===== config.mk =====
export PLATFORM = sky130hd
export DESIGN_NAME = multicycle_ctrl
export DESIGN_NICKNAME = d
export VERILOG_FILES = /design/src/rtl/multicycle_ctrl.sv
export SDC_FILE = /design/constraint.sdc
export NUM_CORES = 1
export LEC_CHECK = 0
export BUFFER_PORTS_ARGS = -buffer_cell sky130_fd_sc_hd__buf_4
export CORE_MARGIN = 5
export CORE_UTILIZATION = 25
export CTS_BUF_LIST = sky130_fd_sc_hd__clkbuf_8
export CTS_CLUSTER_DIAMETER = 80
export DETAILED_ROUTE_END_ITERATION = 10
export SYNTH_ARGS = -nofsm -noshare
export SYNTH_HDL_FRONTEND = slang
export SYNTH_SLANG_ARGS = --single-unit

===== constraint.sdc =====
create_clock -name CLK -period 1.65 [get_ports CLK]
set_input_delay 0.165 -clock CLK [delete_from_list [all_inputs] [get_ports CLK]]
set_output_delay 0.165 -clock CLK [all_outputs]
set_load 0.05 [all_outputs]

===== src/rtl/multicycle_ctrl.sv =====
// LEGv8 multi-cycle control FSM with instruction/data memory ready handshakes.
// Define MC_PERF_CNT_EN to add the RetireCnt retired-instruction counter.
module multicycle_ctrl #(
    parameter int RETIRE_W = 32
) (
    input  logic        CLK,
    input  logic        Reset_L,
    input  logic [10:0] InstrOp,
    input  logic        InstRdy,
    input  logic        DataRdy,
    input  logic        Zero,
    output logic        InstReq,
    output logic        DataReq,
    output logic        MemRead,
    output logic        MemWrite,
    output logic        IRWrite,
    output logic        PCWrite,
    output logic        PCSrc,
    output logic [1:0]  SignOp,
    output logic        Reg2Loc,
    output logic        ALUSrc,
    output logic [1:0]  ALUOp,
    output logic        MemToReg,
    output logic        RegWrite,
    output logic        InstDone,
    output logic        Illegal
`ifdef MC_PERF_CNT_EN
    ,
    output logic [RETIRE_W-1:0] RetireCnt
`endif
);

    typedef enum logic [2:0] {
        IDLE, FETCH, DECODE, EXEC, MEM, WB, TRAP
    } state_t;

    typedef enum logic [2:0] {
        K_RTYPE, K_ADDI, K_LDUR, K_STUR, K_CBZ, K_B, K_BAD
    } kind_t;

    state_t      state;
    logic [10:0] op_q;
    kind_t       kind;

    always_comb begin
        kind = K_BAD;
        unique casez (op_q)
            11'b11111000010: kind = K_LDUR;
            11'b11111000000: kind = K_STUR;
            11'b10001011000,
            11'b11001011000,
            11'b10001010000,
            11'b10101010000: kind = K_RTYPE;
            11'b1001000100?: kind = K_ADDI;
            11'b10110100???: kind = K_CBZ;
            11'b000101?????: kind = K_B;
            default:         kind = K_BAD;
        endcase
    end

    always_ff @(posedge CLK or negedge Reset_L) begin
        if (!Reset_L) begin
            state <= IDLE;
            op_q  <= '0;
        end else begin
            unique case (state)
                IDLE:   state <= FETCH;
                FETCH: begin
                    if (InstRdy) begin
                        op_q  <= InstrOp;
                        state <= DECODE;
                    end
                end
                DECODE: state <= (kind == K_BAD) ? TRAP : EXEC;
                EXEC: begin
                    unique case (kind)
                        K_LDUR, K_STUR: state <= MEM;
                        K_CBZ, K_B:     state <= FETCH;
                        default:        state <= WB;
                    endcase
                end
                MEM: begin
                    if (DataRdy)
                        state <= (kind == K_LDUR) ? WB : FETCH;
                end
                WB:      state <= FETCH;
                TRAP:    state <= TRAP;
                default: state <= IDLE;
            endcase
        end
    end

    // Strobes decode from state; IRWrite, PCWrite and MEM retire are Mealy.
    always_comb begin
        InstReq  = 1'b0;
        DataReq  = 1'b0;
        MemRead  = 1'b0;
        MemWrite = 1'b0;
        IRWrite  = 1'b0;
        PCWrite  = 1'b0;
        PCSrc    = 1'b0;
        SignOp   = 2'b00;
        Reg2Loc  = 1'b0;
        ALUSrc   = 1'b0;
        ALUOp    = 2'b00;
        MemToReg = 1'b0;
        RegWrite = 1'b0;
        InstDone = 1'b0;
        Illegal  = 1'b0;
        unique case (state)
            FETCH: begin
                InstReq = 1'b1;
                IRWrite = InstRdy;
                PCWrite = InstRdy;
            end
            EXEC: begin
                unique case (kind)
                    K_RTYPE: ALUOp = 2'b10;
                    K_ADDI:  ALUSrc = 1'b1;
                    K_LDUR:  ALUSrc = 1'b1;
                    K_STUR: begin
                        ALUSrc  = 1'b1;
                        Reg2Loc = 1'b1;
                    end
                    K_CBZ: begin
                        Reg2Loc  = 1'b1;
                        ALUOp    = 2'b01;
                        PCSrc    = 1'b1;
                        PCWrite  = Zero;
                        InstDone = 1'b1;
                    end
                    K_B: begin
                        PCSrc    = 1'b1;
                        PCWrite  = 1'b1;
                        InstDone = 1'b1;
                    end
                    default: ;
                endcase
            end
            MEM: begin
                DataReq  = 1'b1;
                MemRead  = (kind == K_LDUR);
                MemWrite = (kind == K_STUR);
                InstDone = DataRdy && (kind == K_STUR);
            end
            WB: begin
                RegWrite = 1'b1;
                MemToReg = (kind == K_LDUR);
                InstDone = 1'b1;
            end
            TRAP:    Illegal = 1'b1;
            default: ;
        endcase
        if (state inside {DECODE, EXEC, MEM, WB}) begin
            unique case (kind)
                K_ADDI:  SignOp = 2'b01;
                K_CBZ:   SignOp = 2'b10;
                K_B:     SignOp = 2'b11;
                default: SignOp = 2'b00;
            endcase
        end
    end

`ifdef MC_PERF_CNT_EN
    localparam logic [RETIRE_W-1:0] CNT_ONE = RETIRE_W'(1);

    always_ff @(posedge CLK or negedge Reset_L) begin
        if (!Reset_L)
            RetireCnt <= '0;
        else if (InstDone && state != TRAP)
            RetireCnt <= RetireCnt + CNT_ONE;
    end
`else
    logic [RETIRE_W-1:0] unused_retire;
    assign unused_retire = '0;
`endif

endmodule


## Word-level counts from Yosys, hierarchy flattened

Cells that the tools add are included.
W data, S select, Z words.

- Flip-flop bits (word level): 14
- Input bits: 16
- Output and inout bits: 17
- Logic and storage cells: 65

- Reductions and logical operators: 12
- Multiplexer cells: 28
- Equal/unequal tests: 23

Operator list:

| cell | count |
|---|---|
| $eq A11 B11 Y1 const B | 6 |
| $pmux W3 S6 | 2 |
| $eq A3 B3 Y1 const B | 6 |
| $mux W1 | 14 |
| $eq A3 B2 Y1 const B | 4 |
| $mux W3 | 4 |
| $eq A10 B10 Y1 const B | 1 |
| $eq A8 B8 Y1 const B | 1 |
| $reduce_or A2 Y1 | 4 |
| $eq A3 B1 Y1 const B | 2 |
| $eq A6 B3 Y1 const B | 1 |
| $logic_not A3 Y1 | 2 |
| $pmux W2 S3 | 1 |
| $pmux W3 S2 | 1 |
| $mux W2 | 2 |
| $ne A2 B2 Y1 const B | 2 |
| $pmux W1 S2 | 2 |
| $pmux W2 S2 | 1 |
| $reduce_and A2 Y1 | 2 |
| $reduce_bool A4 Y1 | 1 |
| $reduce_or A4 Y1 | 1 |
| $pmux W1 S3 | 1 |
| $reduce_or A3 Y1 | 1 |
| $logic_and A1 B1 Y1 | 1 |

## Logic depth before layout (Yosys ltp)

- Depth after elaboration: 7
- Mapped depth: 7
- Gate-level depth less buffers: 6

## Worst setup path before layout

OpenSTA, ideal clock, no wires.

- Path kind: flip-flop to output port
- Start: register state[1]
- End: output PCWrite
- Buffers on the path: 1
- Stages on the path, launching flop included: 6
- Path slack: -0.729 ns
- Arrival time: 2.214 ns
- Cell sequence: dfrtp_1 nand2b_1 nor2_1 nand2_1 clkbuf_1 a2bb2oi_2

- Word-level cells in the longest chain between the ends: 2
- Elaborated cells on any way between the ends: 3
- Those cells by class: eq/ne (2); mux (1)

Ends and longest elaborated chain:

| element | line | text |
|---|---|---|
| from (decl) | 41 | `state_t state;` |
| from (signal assigned) | 74 | `DECODE: state <= (kind == K_BAD) ? TRAP : EXEC;` |
| from (signal assigned) | 84 | `state <= (kind == K_LDUR) ? WB : FETCH;` |
| $eq A3 B2 Y1 or $eq A3 B1 Y1 (tied branches) | 110 | `unique case (state)` |
| $pmux W1 S2 (*) | 110 |  |
| to (decl) | 17 | `output logic PCWrite,` |

Mark *: on every way between the ends. The rest lies on a longest branch, timed or not.

## Final worst setup path

- Start: register op_q[4]
- End: output InstDone

- Word-level cells in the longest chain between the ends: 7
- Elaborated cells on any way between the ends: 17
- Those cells by class: eq/ne (11); mux (3); reduce/logical (3)

Ends and longest elaborated chain:

| element | line | text |
|---|---|---|
| from (decl) | 42 | `logic [10:0] op_q;` |
| from (signal assigned) | 70 | `op_q <= InstrOp;` |
| $eq A11 B11 Y1 | 47 | `unique casez (op_q)` |
| $reduce_or A4 Y1 | 47 |  |
| $pmux W3 S6 (*) | 47 |  |
| $eq A3 B3 Y1 | 117 | `unique case (kind)` |
| $reduce_or A2 Y1 (no source line) | n/a |  |
| $mux W1 | 117 |  |
| $pmux W1 S3 (*) | 110 |  |
| to (decl) | 25 | `output logic InstDone,` |

Marks and branches as above.

==> impl_metrics.prom <==
# TYPE chip_impl_metric gauge
chip_impl_metric{name="setup_viol_count_final",unit=""} 14
chip_impl_info{name="hold_path_class",value="input port to flop"} 1
chip_impl_metric{name="grt_pass1_vias",unit=""} 1105
chip_impl_metric{name="post_dp_cell_area",unit="mm^2"} 0.00145
chip_impl_metric{name="via_count",unit=""} 1070
chip_impl_metric{name="synth-async-reset-ratio",unit=""} 1.00
chip_impl_metric{name="internal-power",unit="mW"} 0.582
chip_impl_metric{name="finalInstanceArea",unit="mm^2"} 0.00184
chip_impl_metric{name="detail_route.first_pass.iterations",unit=""} 4
chip_impl_metric{name="crit_fanout",unit=""} 3
chip_impl_metric{name="number_of_max_slew_violations_in_the_final_report",unit=""} 0
chip_impl_metric{name="avgViaCountPerCell",unit=""} 4.57
chip_impl_info{name="synth_top_area_cell",value="dfrtp_1"} 1
chip_impl_metric{name="grt_remaining_overflow",unit=""} 0
chip_impl_metric{name="clkLatencyLatePin",unit="ns"} 0.24
chip_impl_info{name="commonest_register_cell_after_synthesis",value="dfrtp_1"} 1
chip_impl_metric{name="synthCells",unit=""} 118
chip_impl_info{name="post_synth_main_area_contributors",value="dfrtp_1 39%, nand2_1 16%, nor2_1 5.0%"} 1
chip_impl_metric{name="die_h",unit="um"} 70.3
chip_impl_metric{name="worst_slack",unit="ns"} -0.350
chip_impl_metric{name="max_cap_viol_count",unit=""} 0
chip_impl_metric{name="period_share",unit=""} 1.21
chip_impl_metric{name="tightest_slew",unit="ns"} 0.375
chip_impl_metric{name="fp-row-count",unit=""} 22
chip_impl_metric{name="antenna_found_initial",unit=""} 0
chip_impl_metric{name="timing.critical_path.required",unit="ns"} 1.48
chip_impl_metric{name="drive_gt1_frac",unit=""} 0.618
chip_impl_metric{name="p_per_area",unit="mW/mm^2"} 389
chip_impl_metric{name="synthesized_area_per_cell",unit="um^2"} 7.70
chip_impl_info{name="crit_path_start_kind",value="flop"} 1
chip_impl_info{name="critical_path.endpoint_type",value="output pin"} 1
chip_impl_metric{name="grt_first_pass_wirelength",unit="um"} 4920
chip_impl_metric{name="total_switching_power",unit="mW"} 0.134
chip_impl_metric{name="post_layout_nonfiller_instances",unit=""} 234
chip_impl_metric{name="floorplan.initialDensity",unit=""} 0.254
chip_impl_info{name="most_common_library_cell_in_the_layout_ignoring_fill_and_taps",value="buf_4"} 1
chip_impl_metric{name="route.detailed.drc",unit=""} 0
chip_impl_metric{name="clock_power_share",unit=""} 0.462
chip_impl_metric{name="gp_routability_congestion",unit=""} 0.846
chip_impl_metric{name="ys_seq_area_frac",unit=""} 0.386
chip_impl_metric{name="grt_start_max_net_pins",unit=""} 15
chip_impl_metric{name="dp_slack",unit="ns"} -0.192
chip_impl_metric{name="n_fill_cell",unit=""} 341
chip_impl_metric{name="fmaxAchievable",unit="MHz"} 500
chip_impl_metric{name="synth_area",unit="um^2"} 908
chip_impl_metric{name="place.port_buffers",unit=""} 32
chip_impl_metric{name="seq_power_share",unit=""} 0.480
chip_impl_metric{name="die-area",unit="mm^2"} 0.00494
chip_impl_metric{name="placeableCoreArea",unit="mm^2"} 0.00358
chip_impl_metric{name="detail_route.wirelength",unit="um"} 2980
chip_impl_metric{name="drt_first_iter_violations",unit=""} 35
chip_impl_metric{name="area.growth.synth_to_final",unit="%"} 102
chip_impl_info{name="status",value="finished, violations left"} 1
chip_impl_metric{name="io_pins",unit=""} 33
chip_impl_metric{name="gr-usage-all-layers",unit=""} 0.119
chip_impl_metric{name="synth-edff-count",unit=""} 0
chip_impl_metric{name="synth.ff_latch_count",unit=""} 14
chip_impl_info{name="setup_repair_after_global_routing_missed_its_margin",value="true"} 1
chip_impl_metric{name="finalCriticalPeriod",unit="ns"} 2.00
chip_impl_metric{name="routed_len_inst",unit="um"} 12.7
chip_impl_info{name="tritoncts_clock_tree",value="done"} 1
chip_impl_metric{name="p_comb_frac",unit=""} 0.058
chip_impl_metric{name="finalCoreUtilization",unit=""} 0.514
chip_impl_metric{name="syn_nets",unit=""} 135
chip_impl_metric{name="timing.final.hold_violations",unit=""} 0
chip_impl_metric{name="static-leakage-power",unit="nW"} 0.878
chip_impl_metric{name="route.antenna.remaining_nets",unit=""} 0
chip_impl_metric{name="clk_buf_depth",unit=""} 2
chip_impl_metric{name="synth.yosys.warnings",unit=""} 0
chip_impl_metric{name="synthDistinctLibCells",unit=""} 37
chip_impl_metric{name="clkSlewWorstSetupHoldPaths",unit="ns"} 0.06
chip_impl_metric{name="fin_tns_setup",unit="ns"} -3.24
chip_impl_metric{name="placed_cells",unit=""} 217
chip_impl_metric{name="worst-endpoint-arrival",unit="ns"} 1.84
chip_impl_info{name="layout.cells.most_common_list",value="46 x buf_4, 38 x nand2_1, 15 x buf_6"} 1
chip_impl_metric{name="design.final.nets",unit=""} 204
chip_impl_metric{name="slew-limit-headroom",unit=""} 0.750
chip_impl_metric{name="swShare",unit=""} 0.187
chip_impl_metric{name="numCtsBuffers",unit=""} 3
chip_impl_metric{name="reg_to_reg_slack_setup",unit="ns"} -0.03
chip_impl_info{name="violations",value="negative setup slack"} 1
chip_impl_metric{name="num_antenna_cells",unit=""} 0
chip_impl_metric{name="post-dp-hpwl",unit="um"} 2130
chip_impl_metric{name="count_of_clock_tree_sinks",unit=""} 14
chip_impl_info{name="cts_root_buffer",value="clkbuf_8"} 1
chip_impl_metric{name="worst_ir_drop_vdd",unit="mV"} 0.421
chip_impl_metric{name="h-tree-depth",unit=""} 1
chip_impl_metric{name="dieWidth",unit="um"} 70.3
chip_impl_metric{name="synth_top_cell_area_share",unit=""} 0.386
chip_impl_info{name="criticalPathCategory",value="flop to output pin"} 1
chip_impl_metric{name="fin_worst_skew",unit="ns"} 0.000667
[worst paths after layout]
| path | start | to | cells past startpoint |
|---|---|---|---|
| worst max-delay path | op_q[4] | InstDone | 7 |
| worst min-delay path | InstrOp[8] | op_q[8] | 3 |
| worst max register to register | op_q[4] | state[0] | 8 |
| worst min register to register | op_q[2] | op_q[2] | 2 |
| max in group asynchronous | Reset_L | state[2] | 2 |
| min in group asynchronous | Reset_L | op_q[7] | 2 |
[power groups by stage]
| stage | Sequential, mW | Combinational (mW) | Clock [mW] |
|---|---|---|---|
| global route | 0.343 | 0.0462 | 0.360 |
| finish | 0.343 | 0.0415 | 0.331 |
| global placement | 0.350 | 0.0382 | 0 |
| CTS | 0.343 | 0.0417 | 0.347 |
| floorplan | 0.350 | 0.00467 | 0 |
| detailed placement | 0.350 | 0.0398 | 0 |
[critical path, stage by stage, from the launching register on]
cell and delay (ns):
dfrtp_1 0.41, nor4b_2 0.27, nand4_1 0.19, nor3_4 0.18, buf_6 0.13, a31oi_2 0.10
a21oi_4 0.14, buf_6 0.17
[sequential cells by signal, indices dropped and copies added, names as in the netlist]
register  flops
state         3
op_q         11
[logic make-up (layout without fill, tap and decap cells)]
| logic type | Yosys count | count (layout) | synth area share |
|---|---|---|---|
| AOI/OAI and AO/OA | 16 | 16 | 0.128 |
| adders and majority gates | 1 | 1 | 0.0138 |
| buffers and inverters | 8 | 76 | 0.0386 |
| DFF | 14 | 14 | 0.386 |
| and+or+nand+nor | 79 | 79 | 0.434 |
[metal layers]
layer | part of all wire | up-vias | wire [um] | global-route usage
met3 | 0.048 | 0 | 143 | 0.0230
met4 | 0 | 0 | 0 | 0.0191
met2 | 0.52 | 23 | 1560 | 0.209
met5 | 0 | - | 0 | 0
li1 | - | 529 | - | -
met1 | 0.43 | 518 | 1280 | 0.151
[cell usage after synthesis (all sizes together) (2+ instances only)]
master  number
and2         5
nand2b       2
nor2        12
buf          2
a21oi        3
and3         4
inv          5
nand2       39
dfrtp       14
nor2b        3
o21ai        4
nor3         5
a22oi        2
[timing repair]
action                                  in CTS  in global routing
setup buffers                                5                  7
cloned                                       0                  0
endpoints found under the setup margin      13                 17
pin swaps                                    2                 10
hold buffers                                 1                  0
gates resized for setup                     32                 28
endpoints found under the hold margin       14                  0
[area by class of cell]
| cell class | instances | area [um^2] | share of cell area |
|---|---|---|---|
| inverters | 5 | 22.5 | 0.0122 |
| multi-input cells | 96 | 749 | 0.407 |
| repair buffers | 67 | 599 | 0.326 |
| clock buffers | 4 | 55.1 | 0.0299 |
| flip-flops and latches | 14 | 353 | 0.192 |
| well taps | 48 | 60.1 | 0.0327 |
[per-stage QoR]
step                      power [mW]  hold WS (ns)
final                          0.716         0.112
after global routing           0.749         0.107
after CTS                      0.731         0.105
after detailed placement       0.389        0.0302
after global placement         0.388        0.0209
after floorplan                0.354        -0.131
Power figures use the tool's default switching activity.
